--- config.mk ---
export PLATFORM = sky130hd
export DESIGN_NAME = bus_arbiter_flat
export DESIGN_NICKNAME = d
export VERILOG_FILES = /design/src/rtl/bus_arbiter_pkg.sv /design/src/rtl/bus_arbiter_if.sv /design/src/rtl/bus_arbiter_rr_pick.sv /design/src/rtl/bus_arbiter.sv /design/src/flat_wrapper.sv
export SDC_FILE = /design/constraint.sdc
export NUM_CORES = 1
export LEC_CHECK = 0
export CAP_MARGIN = 10
export CORE_UTILIZATION = 43
export CTS_CLUSTER_SIZE = 8
export DETAILED_ROUTE_END_ITERATION = 10
export GPL_TIMING_DRIVEN = 0
export PLACE_DENSITY = 0.87
export RECOVER_POWER = 25
export SLEW_MARGIN = 40
export SYNTH_ARGS = -nofsm -noshare
export SYNTH_HDL_FRONTEND = slang
export SYNTH_SLANG_ARGS = --single-unit
--- constraint.sdc ---
create_clock -name cpu_clk -period 5.3 [get_ports cpu_clk]
set_input_delay 0.795 -clock cpu_clk [delete_from_list [all_inputs] [get_ports cpu_clk]]
set_output_delay 0.795 -clock cpu_clk [all_outputs]
set_load 0.02 [all_outputs]
--- src/rtl/bus_arbiter_pkg.sv ---
// Shared types and helpers for the two-master Bridge bus arbiter.
package bus_arbiter_pkg;

  // Width of the read-latency down-counter (RD_LAT range 0..7).
  localparam int unsigned CNT_W = 3;

  typedef enum logic [1:0] {
    ST_IDLE   = 2'd0,
    ST_ACCESS = 2'd1,
    ST_WAIT   = 2'd2,
    ST_RESP   = 2'd3
  } state_t;

  // Returns the granted master index for the current request pair.
  function automatic logic pick_winner(input logic req0,
                                       input logic req1,
                                       input logic fixed_prio,
                                       input logic last_winner);
    if (req0 && req1) begin
      return fixed_prio ? 1'b0 : ~last_winner;
    end else if (req1) begin
      return 1'b1;
    end else begin
      return 1'b0;
    end
  endfunction

endpackage

--- src/rtl/bus_arbiter_if.sv ---
// Master-side request/ack signals and Bridge bus signals of the arbiter.
interface bus_arbiter_if;

  logic        m0_req;
  logic [31:0] m0_addr;
  logic        m0_wen;
  logic [31:0] m0_wdata;
  logic        m0_ack;
  logic [31:0] m0_rdata;

  logic        m1_req;
  logic [31:0] m1_addr;
  logic        m1_wen;
  logic [31:0] m1_wdata;
  logic        m1_ack;
  logic [31:0] m1_rdata;

  logic [31:0] Bus_addr;
  logic        Bus_wen;
  logic [31:0] Bus_wdata;
  logic [31:0] Bus_rdata;

  // Arbiter side.
  modport slave (
    input  m0_req, m0_addr, m0_wen, m0_wdata,
    input  m1_req, m1_addr, m1_wen, m1_wdata,
    input  Bus_rdata,
    output m0_ack, m0_rdata, m1_ack, m1_rdata,
    output Bus_addr, Bus_wen, Bus_wdata
  );

  // Requesters plus Bridge side.
  modport master (
    output m0_req, m0_addr, m0_wen, m0_wdata,
    output m1_req, m1_addr, m1_wen, m1_wdata,
    output Bus_rdata,
    input  m0_ack, m0_rdata, m1_ack, m1_rdata,
    input  Bus_addr, Bus_wen, Bus_wdata
  );

endinterface

--- src/rtl/bus_arbiter_rr_pick.sv ---
// Two-way winner select (round-robin or fixed priority) with last-winner memory.
module bus_arbiter_rr_pick
  import bus_arbiter_pkg::*;
#(
  parameter bit FIXED_PRIO = 1'b0
) (
  input  logic clk_i,
  input  logic rst_i,
  input  logic req0_i,
  input  logic req1_i,
  input  logic grant_i,
  output logic winner_o
);

  logic last_q, last_d;

  // Combinational winner for the current request pair.
  always_comb begin
    winner_o = pick_winner(req0_i, req1_i, FIXED_PRIO, last_q);
  end

  // Remember who won, only when a grant is actually issued.
  always_comb begin
    last_d = last_q;
    if (grant_i) begin
      last_d = winner_o;
    end
  end

  // Last-winner register; resets to master 1 so master 0 wins the first tie.
  always_ff @(posedge clk_i) begin
    if (rst_i) begin
      last_q <= 1'b1;
    end else begin
      last_q <= last_d;
    end
  end

endmodule

--- src/rtl/bus_arbiter.sv ---
// Two-master arbiter serialising whole transactions onto the Bridge bus.
module bus_arbiter
  import bus_arbiter_pkg::*;
#(
  parameter int unsigned RD_LAT     = 1,
  parameter int unsigned FIXED_PRIO = 0
) (
  input  logic          cpu_clk,
  input  logic          cpu_rst,
  bus_arbiter_if.slave  bus,
  output logic          owner
);

  state_t           state_q, state_d;
  logic             owner_q, owner_d;
  logic [31:0]      addr_q, addr_d;
  logic [31:0]      wdata_q, wdata_d;
  logic             wen_q, wen_d;
  logic [CNT_W-1:0] cnt_q, cnt_d;
  logic [31:0]      rdata0_q, rdata0_d;
  logic [31:0]      rdata1_q, rdata1_d;
  logic             grant;
  logic             winner;
  logic             sample;

  bus_arbiter_rr_pick #(
    .FIXED_PRIO (FIXED_PRIO != 0)
  ) u_pick (
    .clk_i    (cpu_clk),
    .rst_i    (cpu_rst),
    .req0_i   (bus.m0_req),
    .req1_i   (bus.m1_req),
    .grant_i  (grant),
    .winner_o (winner)
  );

  // Next-state: arbitration in IDLE, read-latency countdown, data capture.
  always_comb begin
    state_d  = state_q;
    owner_d  = owner_q;
    addr_d   = addr_q;
    wdata_d  = wdata_q;
    wen_d    = wen_q;
    cnt_d    = cnt_q;
    rdata0_d = rdata0_q;
    rdata1_d = rdata1_q;
    grant    = 1'b0;
    sample   = 1'b0;
    case (state_q)
      ST_IDLE: begin
        if (bus.m0_req || bus.m1_req) begin
          grant   = 1'b1;
          owner_d = winner;
          addr_d  = winner ? bus.m1_addr  : bus.m0_addr;
          wen_d   = winner ? bus.m1_wen   : bus.m0_wen;
          wdata_d = winner ? bus.m1_wdata : bus.m0_wdata;
          cnt_d   = CNT_W'(RD_LAT);
          state_d = ST_ACCESS;
        end
      end
      ST_ACCESS, ST_WAIT: begin
        if (wen_q) begin
          state_d = ST_RESP;
        end else if (cnt_q == '0) begin
          sample  = 1'b1;
          state_d = ST_RESP;
        end else begin
          cnt_d   = cnt_q - 1'b1;
          state_d = ST_WAIT;
        end
      end
      ST_RESP: begin
        state_d = ST_IDLE;
      end
      default: begin
        state_d = ST_IDLE;
      end
    endcase
    if (sample) begin
      if (owner_q) begin
        rdata1_d = bus.Bus_rdata;
      end else begin
        rdata0_d = bus.Bus_rdata;
      end
    end
  end

  // Bus drive, ack pulse and owner indication decoded from the current state.
  always_comb begin
    bus.Bus_addr  = '0;
    bus.Bus_wen   = 1'b0;
    bus.Bus_wdata = '0;
    bus.m0_ack    = 1'b0;
    bus.m1_ack    = 1'b0;
    owner         = 1'b0;
    case (state_q)
      ST_ACCESS: begin
        bus.Bus_addr  = addr_q;
        bus.Bus_wdata = wdata_q;
        bus.Bus_wen   = wen_q;
        owner         = owner_q;
      end
      ST_WAIT: begin
        bus.Bus_addr  = addr_q;
        bus.Bus_wdata = wdata_q;
        owner         = owner_q;
      end
      ST_RESP: begin
        bus.m0_ack = ~owner_q;
        bus.m1_ack = owner_q;
        owner      = owner_q;
      end
      default: begin
        owner = 1'b0;
      end
    endcase
    bus.m0_rdata = rdata0_q;
    bus.m1_rdata = rdata1_q;
  end

  // State and latched-transaction registers.
  always_ff @(posedge cpu_clk) begin
    if (cpu_rst) begin
      state_q  <= ST_IDLE;
      owner_q  <= 1'b0;
      addr_q   <= '0;
      wdata_q  <= '0;
      wen_q    <= 1'b0;
      cnt_q    <= '0;
      rdata0_q <= '0;
      rdata1_q <= '0;
    end else begin
      state_q  <= state_d;
      owner_q  <= owner_d;
      addr_q   <= addr_d;
      wdata_q  <= wdata_d;
      wen_q    <= wen_d;
      cnt_q    <= cnt_d;
      rdata0_q <= rdata0_d;
      rdata1_q <= rdata1_d;
    end
  end

endmodule

--- src/flat_wrapper.sv ---
// flat-port wrapper written by rule: the top's interface ports become plain ports
module bus_arbiter_flat import bus_arbiter_pkg::*;
#(
  parameter int unsigned RD_LAT     = 1,
  parameter int unsigned FIXED_PRIO = 0
)
  (cpu_clk, cpu_rst, owner, bus_m0_req, bus_m0_addr, bus_m0_wen, bus_m0_wdata, bus_m1_req, bus_m1_addr, bus_m1_wen, bus_m1_wdata, bus_Bus_rdata, bus_m0_ack, bus_m0_rdata, bus_m1_ack, bus_m1_rdata, bus_Bus_addr, bus_Bus_wen, bus_Bus_wdata);
  bus_arbiter_if bus_i ();
  input  logic cpu_clk;
  input  logic cpu_rst;
  output logic owner;
  input wire logic [$bits(bus_i.m0_req)-1:0] bus_m0_req;
  input wire logic [$bits(bus_i.m0_addr)-1:0] bus_m0_addr;
  input wire logic [$bits(bus_i.m0_wen)-1:0] bus_m0_wen;
  input wire logic [$bits(bus_i.m0_wdata)-1:0] bus_m0_wdata;
  input wire logic [$bits(bus_i.m1_req)-1:0] bus_m1_req;
  input wire logic [$bits(bus_i.m1_addr)-1:0] bus_m1_addr;
  input wire logic [$bits(bus_i.m1_wen)-1:0] bus_m1_wen;
  input wire logic [$bits(bus_i.m1_wdata)-1:0] bus_m1_wdata;
  input wire logic [$bits(bus_i.Bus_rdata)-1:0] bus_Bus_rdata;
  output wire logic [$bits(bus_i.m0_ack)-1:0] bus_m0_ack;
  output wire logic [$bits(bus_i.m0_rdata)-1:0] bus_m0_rdata;
  output wire logic [$bits(bus_i.m1_ack)-1:0] bus_m1_ack;
  output wire logic [$bits(bus_i.m1_rdata)-1:0] bus_m1_rdata;
  output wire logic [$bits(bus_i.Bus_addr)-1:0] bus_Bus_addr;
  output wire logic [$bits(bus_i.Bus_wen)-1:0] bus_Bus_wen;
  output wire logic [$bits(bus_i.Bus_wdata)-1:0] bus_Bus_wdata;
  assign bus_i.m0_req = bus_m0_req;
  assign bus_i.m0_addr = bus_m0_addr;
  assign bus_i.m0_wen = bus_m0_wen;
  assign bus_i.m0_wdata = bus_m0_wdata;
  assign bus_i.m1_req = bus_m1_req;
  assign bus_i.m1_addr = bus_m1_addr;
  assign bus_i.m1_wen = bus_m1_wen;
  assign bus_i.m1_wdata = bus_m1_wdata;
  assign bus_i.Bus_rdata = bus_Bus_rdata;
  assign bus_m0_ack = bus_i.m0_ack;
  assign bus_m0_rdata = bus_i.m0_rdata;
  assign bus_m1_ack = bus_i.m1_ack;
  assign bus_m1_rdata = bus_i.m1_rdata;
  assign bus_Bus_addr = bus_i.Bus_addr;
  assign bus_Bus_wen = bus_i.Bus_wen;
  assign bus_Bus_wdata = bus_i.Bus_wdata;
  bus_arbiter #(.RD_LAT(RD_LAT), .FIXED_PRIO(FIXED_PRIO)) u_core (.cpu_clk(cpu_clk), .cpu_rst(cpu_rst), .bus(bus_i), .owner(owner));
endmodule
* Yosys cells after proc, flatten, opt, wreduce, memory -nomap -nowiden
Cells that the tools add are included.
** Cells by class
- Add/sub/neg operators :: 1
- Equal/unequal tests :: 6
- Multiplexer cells :: 24
- Bitwise operators :: 2
- Reduce and logical (&&, ||, !) cells :: 11
** Operator list (count)
- $mux W32 :: 4
- $mux W1 :: 13
- $mux W3 :: 3
- $pmux W2 S3 :: 1
- $pmux W3 S2 :: 1
- $reduce_and A2 Y1 :: 3
- $eq A2 B2 Y1 const B :: 2
- $mux W2 :: 2
- $ne A2 B2 Y1 const B :: 2
- $reduce_and A4 Y1 :: 1
- $logic_not A3 Y1 :: 1
- $reduce_or A3 Y1 :: 1
- $sub A3 B1 Y3 const B :: 1
- $eq A2 B1 Y1 const B :: 1
- $logic_not A2 Y1 :: 1
- $ne A2 B1 Y1 const B :: 1
- $not A1 Y1 :: 2
- $reduce_bool A2 Y1 :: 1
- $reduce_or A2 Y1 :: 1
- $logic_and A1 B1 Y1 :: 1
- $logic_or A1 B1 Y1 :: 1
** Word-level totals
- Register bits after elaboration :: 136
- Input port bits :: 166
- Output and inout bits :: 132

* Longest topological paths before layout
- Depth after elaboration :: 5
- Gate-level depth with buffers :: 8

* Hierarchy
A second synthesis with hierarchy kept.
** Unflattened totals
- Cell total of the unflattened synthesis :: 696
- Area total of the unflattened synthesis :: 5952.0 um^2
** By module, submodules not included
- bus_arbiter :: instances 1, cells an instance 692, area an instance 5909.4 um^2
- bus_arbiter_rr_pick :: instances 1, cells an instance 4, area an instance 42.5 um^2

* Worst setup path after synthesis
OpenSTA, ideal clock, no wires.
- Kind :: register to output
- Start :: register u_core.state_q[0]
- End :: output bus_Bus_addr[10]
- Arrival :: 1.425 ns
- Required time :: 4.505 ns
- Path slack :: 3.080 ns
- Cell stages (with the launch flop) :: 7
- Cells stage by stage :: dfxtp_1 inv_1 ha_1 buf_2 buf_4 clkbuf_1 and2_1
** Between the ends
- Longest elaborated chain between the ends :: 3
- Elaborated cells between the ends (all ways) :: 4
- Classes of those cells :: 2 x eq/ne; 1 x mux; 1 x reduce/logical
** Ends and longest elaborated chain
- start, declared :: RTL line bus_arbiter.sv:14 : state_t state_q, state_d;
- start signal, assigned :: RTL line bus_arbiter.sv:133 : state_q <= state_d;
- $eq A2 B1 Y1 or $eq A2 B2 Y1 (tied branches) :: RTL line bus_arbiter.sv:96 : case (state_q)
- $reduce_or A2 Y1 (no source line) (*)
- $mux W32 (*) :: RTL line bus_arbiter.sv:96
- end, declared :: RTL line flat_wrapper.sv:25 : output wire logic [$bits(bus_i.Bus_addr)-1:0] bus_Bus_addr;
Mark *: on every way between the ends. The rest lies on a longest branch, timed or not.

* Final worst setup path
- Start :: register u_core.state_q[0]
- End :: output bus_Bus_wdata[28]
** Between the ends
- Longest elaborated chain between the ends :: 3
- Elaborated cells between the ends (all ways) :: 4
- Classes of those cells :: 2 x eq/ne; 1 x mux; 1 x reduce/logical
** Ends and longest elaborated chain
- $eq A2 B1 Y1 or $eq A2 B2 Y1 (tied branches) :: RTL line bus_arbiter.sv:96
- $reduce_or A2 Y1 (no source line) (*)
- $mux W32 (*) :: RTL line bus_arbiter.sv:96
- end, declared :: RTL line flat_wrapper.sv:27 : output wire logic [$bits(bus_i.Bus_wdata)-1:0] bus_Bus_wdata;
Marked as above.

==> summary.md <==
| Metric | Value |
|---|---|
| CTS tree | `yes` |
| Worst hold path startpoint | `u_core.bus.m0_rdata[20]$_SDFFE_PP0P_` |
| Transition time at the pin with the least slew margin | `around 840 ps` |
| Switching share of total power | `between 40 and 50%` |
| Number of nets in the synthesized netlist | `approximately 930` |
| Weighted congestion reported at the end of routability-driven placement | `about 0.9` |
| Latest clock arrival within the worst-skew pair | `430 ps` |
| Mux contribution to synthesized area | `0%` |
| Final net count | `between 1k and 1.5k` |
| Number of global-route vias before repair | `6452` |
| Critical Path Max Stage Delay | `approximately 640 ps` |
| Xor and xnor fraction of the mapped netlist area | `0%` |
| Slowest library cell on the worst path | `sky130_fd_sc_hd__clkdlybuf4s50_1` |
| Gate Count Post-Synth | `763` |
| Count of nets left with antenna violations after detail routing | `0` |
| Critical-path maximum fanout | `10` |
| Combinational family with the most area after synthesis | `simple AND/OR/NAND/NOR gates` |
| Area fraction in and, or, nand and nor cells after synthesis | `24.1%` |
| Final min period | `3920 ps` |
| Via count | `6557` |
| Syn Area/Cell | `7.71 µm²` |
| Multi-input gate area | `0.00279 mm²` |
| Final HPWL from detailed placement | `15500 µm` |
| Total DRC errors in the routed layout | `0` |
| Final Hold Viols | `0` |
| Maximum achievable frequency | `0.255 GHz` |
| Filler cell count | `1047` |
| Yosys reg bits | `136` |
| Wire length of the first global-routing pass | `approximately 33000 µm` |
| Sink count of the clock tree | `around 140` |
| Post-synth EDFFs | `0` |
| Floorplan core area | `0.0133 mm²` |
| Ratio of cells with drive above 1 in the final layout | `5.86%` |
| Violation count after the first detailed-routing iteration | `between 400 and 500` |
| Setup Total Neg Slack | `0 ps` |
| GR Util All Layers | `29.5%` |
| Number of buffers on the longest clock path | `2` |
| Cells along the critical path | `inv_1, ha_1, clkbuf_1, buf_4, clkbuf_1, and2_1, clkdlybuf4s50_1` |
| Predominant post-synthesis flop cell | `sky130_fd_sc_hd__dfxtp_1` |
| Leakage power figure | `3.62 nW` |
| Number of hold buffers added after CTS | `0` |
| Area delta synth->final | `63.2%` |
| Fin Clk Skew | `9.40 ps` |
| Number of cell instances on the worst register-to-register path | `8` |
| Buffers added on ports | `297` |
| Launch point of the worst reg-to-reg path | `u_core.state_q[0]$_SDFFE_PP0P_` |
| Endpoint, Worst Hold | `u_core.bus.m0_rdata[20]$_SDFFE_PP0P_` |
| Rel. slew slack | `43.2%` |
| CTS Root Cell | `sky130_fd_sc_hd__clkbuf_16` |
| Width of the die | `119 µm` |
| DR pass1 iterations | `5` |
| Type of the tightest min-delay check | `reg -> reg` |
| Synthesized-area fraction occupied by adder cells | `around 1.1%` |
| Register area | `~0.0027 mm²` |
| Final Util | `72.3%` |
| Maximum number of pins on one net before global-route repair | `17` |
| Fraction of power consumed by the clock network | `22.4%` |
| RR Endpoint | `u_core.bus.m1_rdata[9]$_SDFFE_PP0P_` |
| Antenna violations before repair | `4` |
| Slew Limit Fails | `0` |
| Share of total power in sequential cells | `29.4%` |
| Routed length per instance | `16.3 µm` |
| Data required time at the worst endpoint | `around 4500 ps` |
| Compound-gate portion of the synthesized area | `22.2%` |
| Fraction of synthesis flops using an asynchronous set or reset pin | `0%` |
| Final period util | `74.1%` |
| CP Data Arrival Time | `roughly 3100 ps` |
| Endpoint class of the critical path | `output port` |
| Synth cell types | `33` |
| Unrepaired setup endpoints after global routing | `no` |
| Worst Path Class, Setup | `reg -> out` |
| DR vias/cell | `5.15` |
| P per Cell Area | `521 mW/mm²` |
| Count of endpoints failing setup in the final report | `0` |
| Initial Util | `between 40% and 50%` |
| Logic pwr share | `around half` |
| Crit path launch type | `register` |
| Synthesis warning total | `0` |
| Maxcap violations | `0` |
| Largest voltage drop on the vdd net | `about 0.28 mV` |
| Mapped Area | `0.00589 mm²` |
| Register clock-pin slew on the reported worst setup and hold paths | `around 60 ps` |
| Most prevalent standard cell on the critical path | `sky130_fd_sc_hd__clkbuf_1` |
| Internal portion of total power | `3.00 mW` |
| Remaining global-route overflow | `0` |
| Number of standard-cell rows in the floorplan | `42` |
| Total wire length after detailed routing | `20700 µm` |
| Post-CTS setup repair buffer count | `0` |
| Height of the die | `119 µm` |
| Worst reg2reg setup slack | `2760 ps` |
| Inserted Clock Buffers | `17` |
| Cells resized by post-CTS repair | `0` |
| Maximum level of the CTS H-tree | `4` |
| Share of synthesized area occupied by flip-flops and latches | `between 40% and 50%` |
| Outcome | `completed` |
| Net Sw Power | `roughly 2.0 mW` |
| Area enclosed by the die boundary | `0.0142 mm²` |
| Number of I/O pins | `298` |
| Worst hold stages | `2` |
## flip-flops by register name (all words and copies together) (netlist names)
name and flops:
u_core.state_q 2, u_core.bus.m1_rdata 32, u_core.wdata_q 32, u_core.owner_q 1
u_core.cnt_q 3, u_core.wen_q 1, u_core.addr_q 32, u_core.bus.m0_rdata 32
u_core.u_pick.last_q 1
## worst max-delay path: cells and delay by family, from the launching register on
| kind | cells | cell delay [ps] |
|---|---|---|
| simple gates | 1 | 190 |
| fa+ha+maj | 1 | 290 |
| flops | 1 | 360 |
| buf+inv | 5 | 1850 |
## synth_stat cells (2+ instances only)
library cell               instances  area share (%)
sky130_fd_sc_hd__nor3b_1           2            0.26
sky130_fd_sc_hd__inv_1             6            0.38
sky130_fd_sc_hd__and2_1           65             6.9
sky130_fd_sc_hd__dfxtp_1         136              46
sky130_fd_sc_hd__buf_4             8             1.0
sky130_fd_sc_hd__nor2_1           44             2.8
sky130_fd_sc_hd__a21oi_1         155              13
sky130_fd_sc_hd__clkbuf_8          2            0.47
sky130_fd_sc_hd__buf_6             3            0.57
sky130_fd_sc_hd__ha_1              5             1.1
sky130_fd_sc_hd__o21ai_0          24             2.0
sky130_fd_sc_hd__clkbuf_1         32             2.0
sky130_fd_sc_hd__nand2_1         194              12
sky130_fd_sc_hd__buf_2            21             1.8
sky130_fd_sc_hd__or3_1             2            0.21
sky130_fd_sc_hd__nor2b_1           2            0.21
sky130_fd_sc_hd__a211oi_1         44             5.6
sky130_fd_sc_hd__o221ai_1          3            0.45
## metal layers
layer  GRT usage [%]  up-vias  part of all wire, %
li1                -     3189                    -
met1            32.3     3013                   38
met2            51.6      305                   50
met3            8.67       50                  8.0
met4            14.6        0                  3.5
met5               0        -                    0
## how the worst max path moves through the flow
stage | slack [ps] | cells past startpoint | start | to
3_5_place_dp | 2120 | 7 | u_core.state_q[0]$_SDFFE_PP0P_ | bus_Bus_wdata[28]
3_3_place_gp | 2140 | 7 | u_core.state_q[0]$_SDFFE_PP0P_ | bus_Bus_wdata[28]
5_1_grt | 1150 | 7 | u_core.state_q[1]$_SDFFE_PP0P_ | bus_Bus_wdata[28]
4_1_cts | 1630 | 7 | u_core.state_q[0]$_SDFFE_PP0P_ | bus_Bus_wdata[28]
2_1_floorplan | 3080 | 6 | u_core.state_q[0]$_SDFFE_PP0P_ | bus_Bus_addr[10]
6_report | 1380 | 7 | u_core.state_q[0]$_SDFFE_PP0P_ | bus_Bus_wdata[28]
## logic make-up after synthesis
kind of cell,count (synthesis)
buffers and inverters,73
adders and majority gates,5
AOI/OAI and AO/OA,232
DFF,136
and+or+nand+nor,317
## power by group through the flow
stage	Combinational [mW]	Clock, mW	Sequential, mW
finish	2.41	1.12	1.47
global route	2.62	1.18	1.51
CTS	2.44	1.12	1.47
detailed placement	2.42	0	1.49
global placement	2.39	0	1.47
floorplan	1.28	0	1.60
## per-stage QoR
stage	setup WS [ps]	power (mW)	hold WS (ps)	std cells	cell area, µm²
2_1_floorplan	3080	2.88	446	763	5890
3_3_place_gp	2140	3.86	440	1236	9080
3_5_place_dp	2120	3.91	446	1236	9080
4_1_cts	1630	5.04	454	1268	9640
5_1_grt	1150	5.31	473	1271	9600
6_report	1380	5.00	452	1272	9610
## area by class of cell
cell class | count | area share (%)
Buffer | 67 | 3.30
Multi-Input combinational cell | 554 | 29.0
Clock buffer | 18 | 4.47
Sequential cell | 136 | 28.3
Antenna cell | 4 | 0.104
Timing Repair Buffer | 297 | 30.9
Inverter | 6 | 0.234
Tap cell | 176 | 2.29
Clock inverter | 14 | 1.33
## placed cells by master, fill, tap and decap left out, drive strengths merged, types with 7 or more instances in the layout
cell type and instances:
dfxtp 136, nand2 194, nor2 44, inv 7
a21oi 155, clkbuf 60, and2 66, clkdlybuf4s50 295
a211oi 44, o21ai 25, clkinv 8, buf 25
Note: power is estimated with default switching activity, not from simulation.
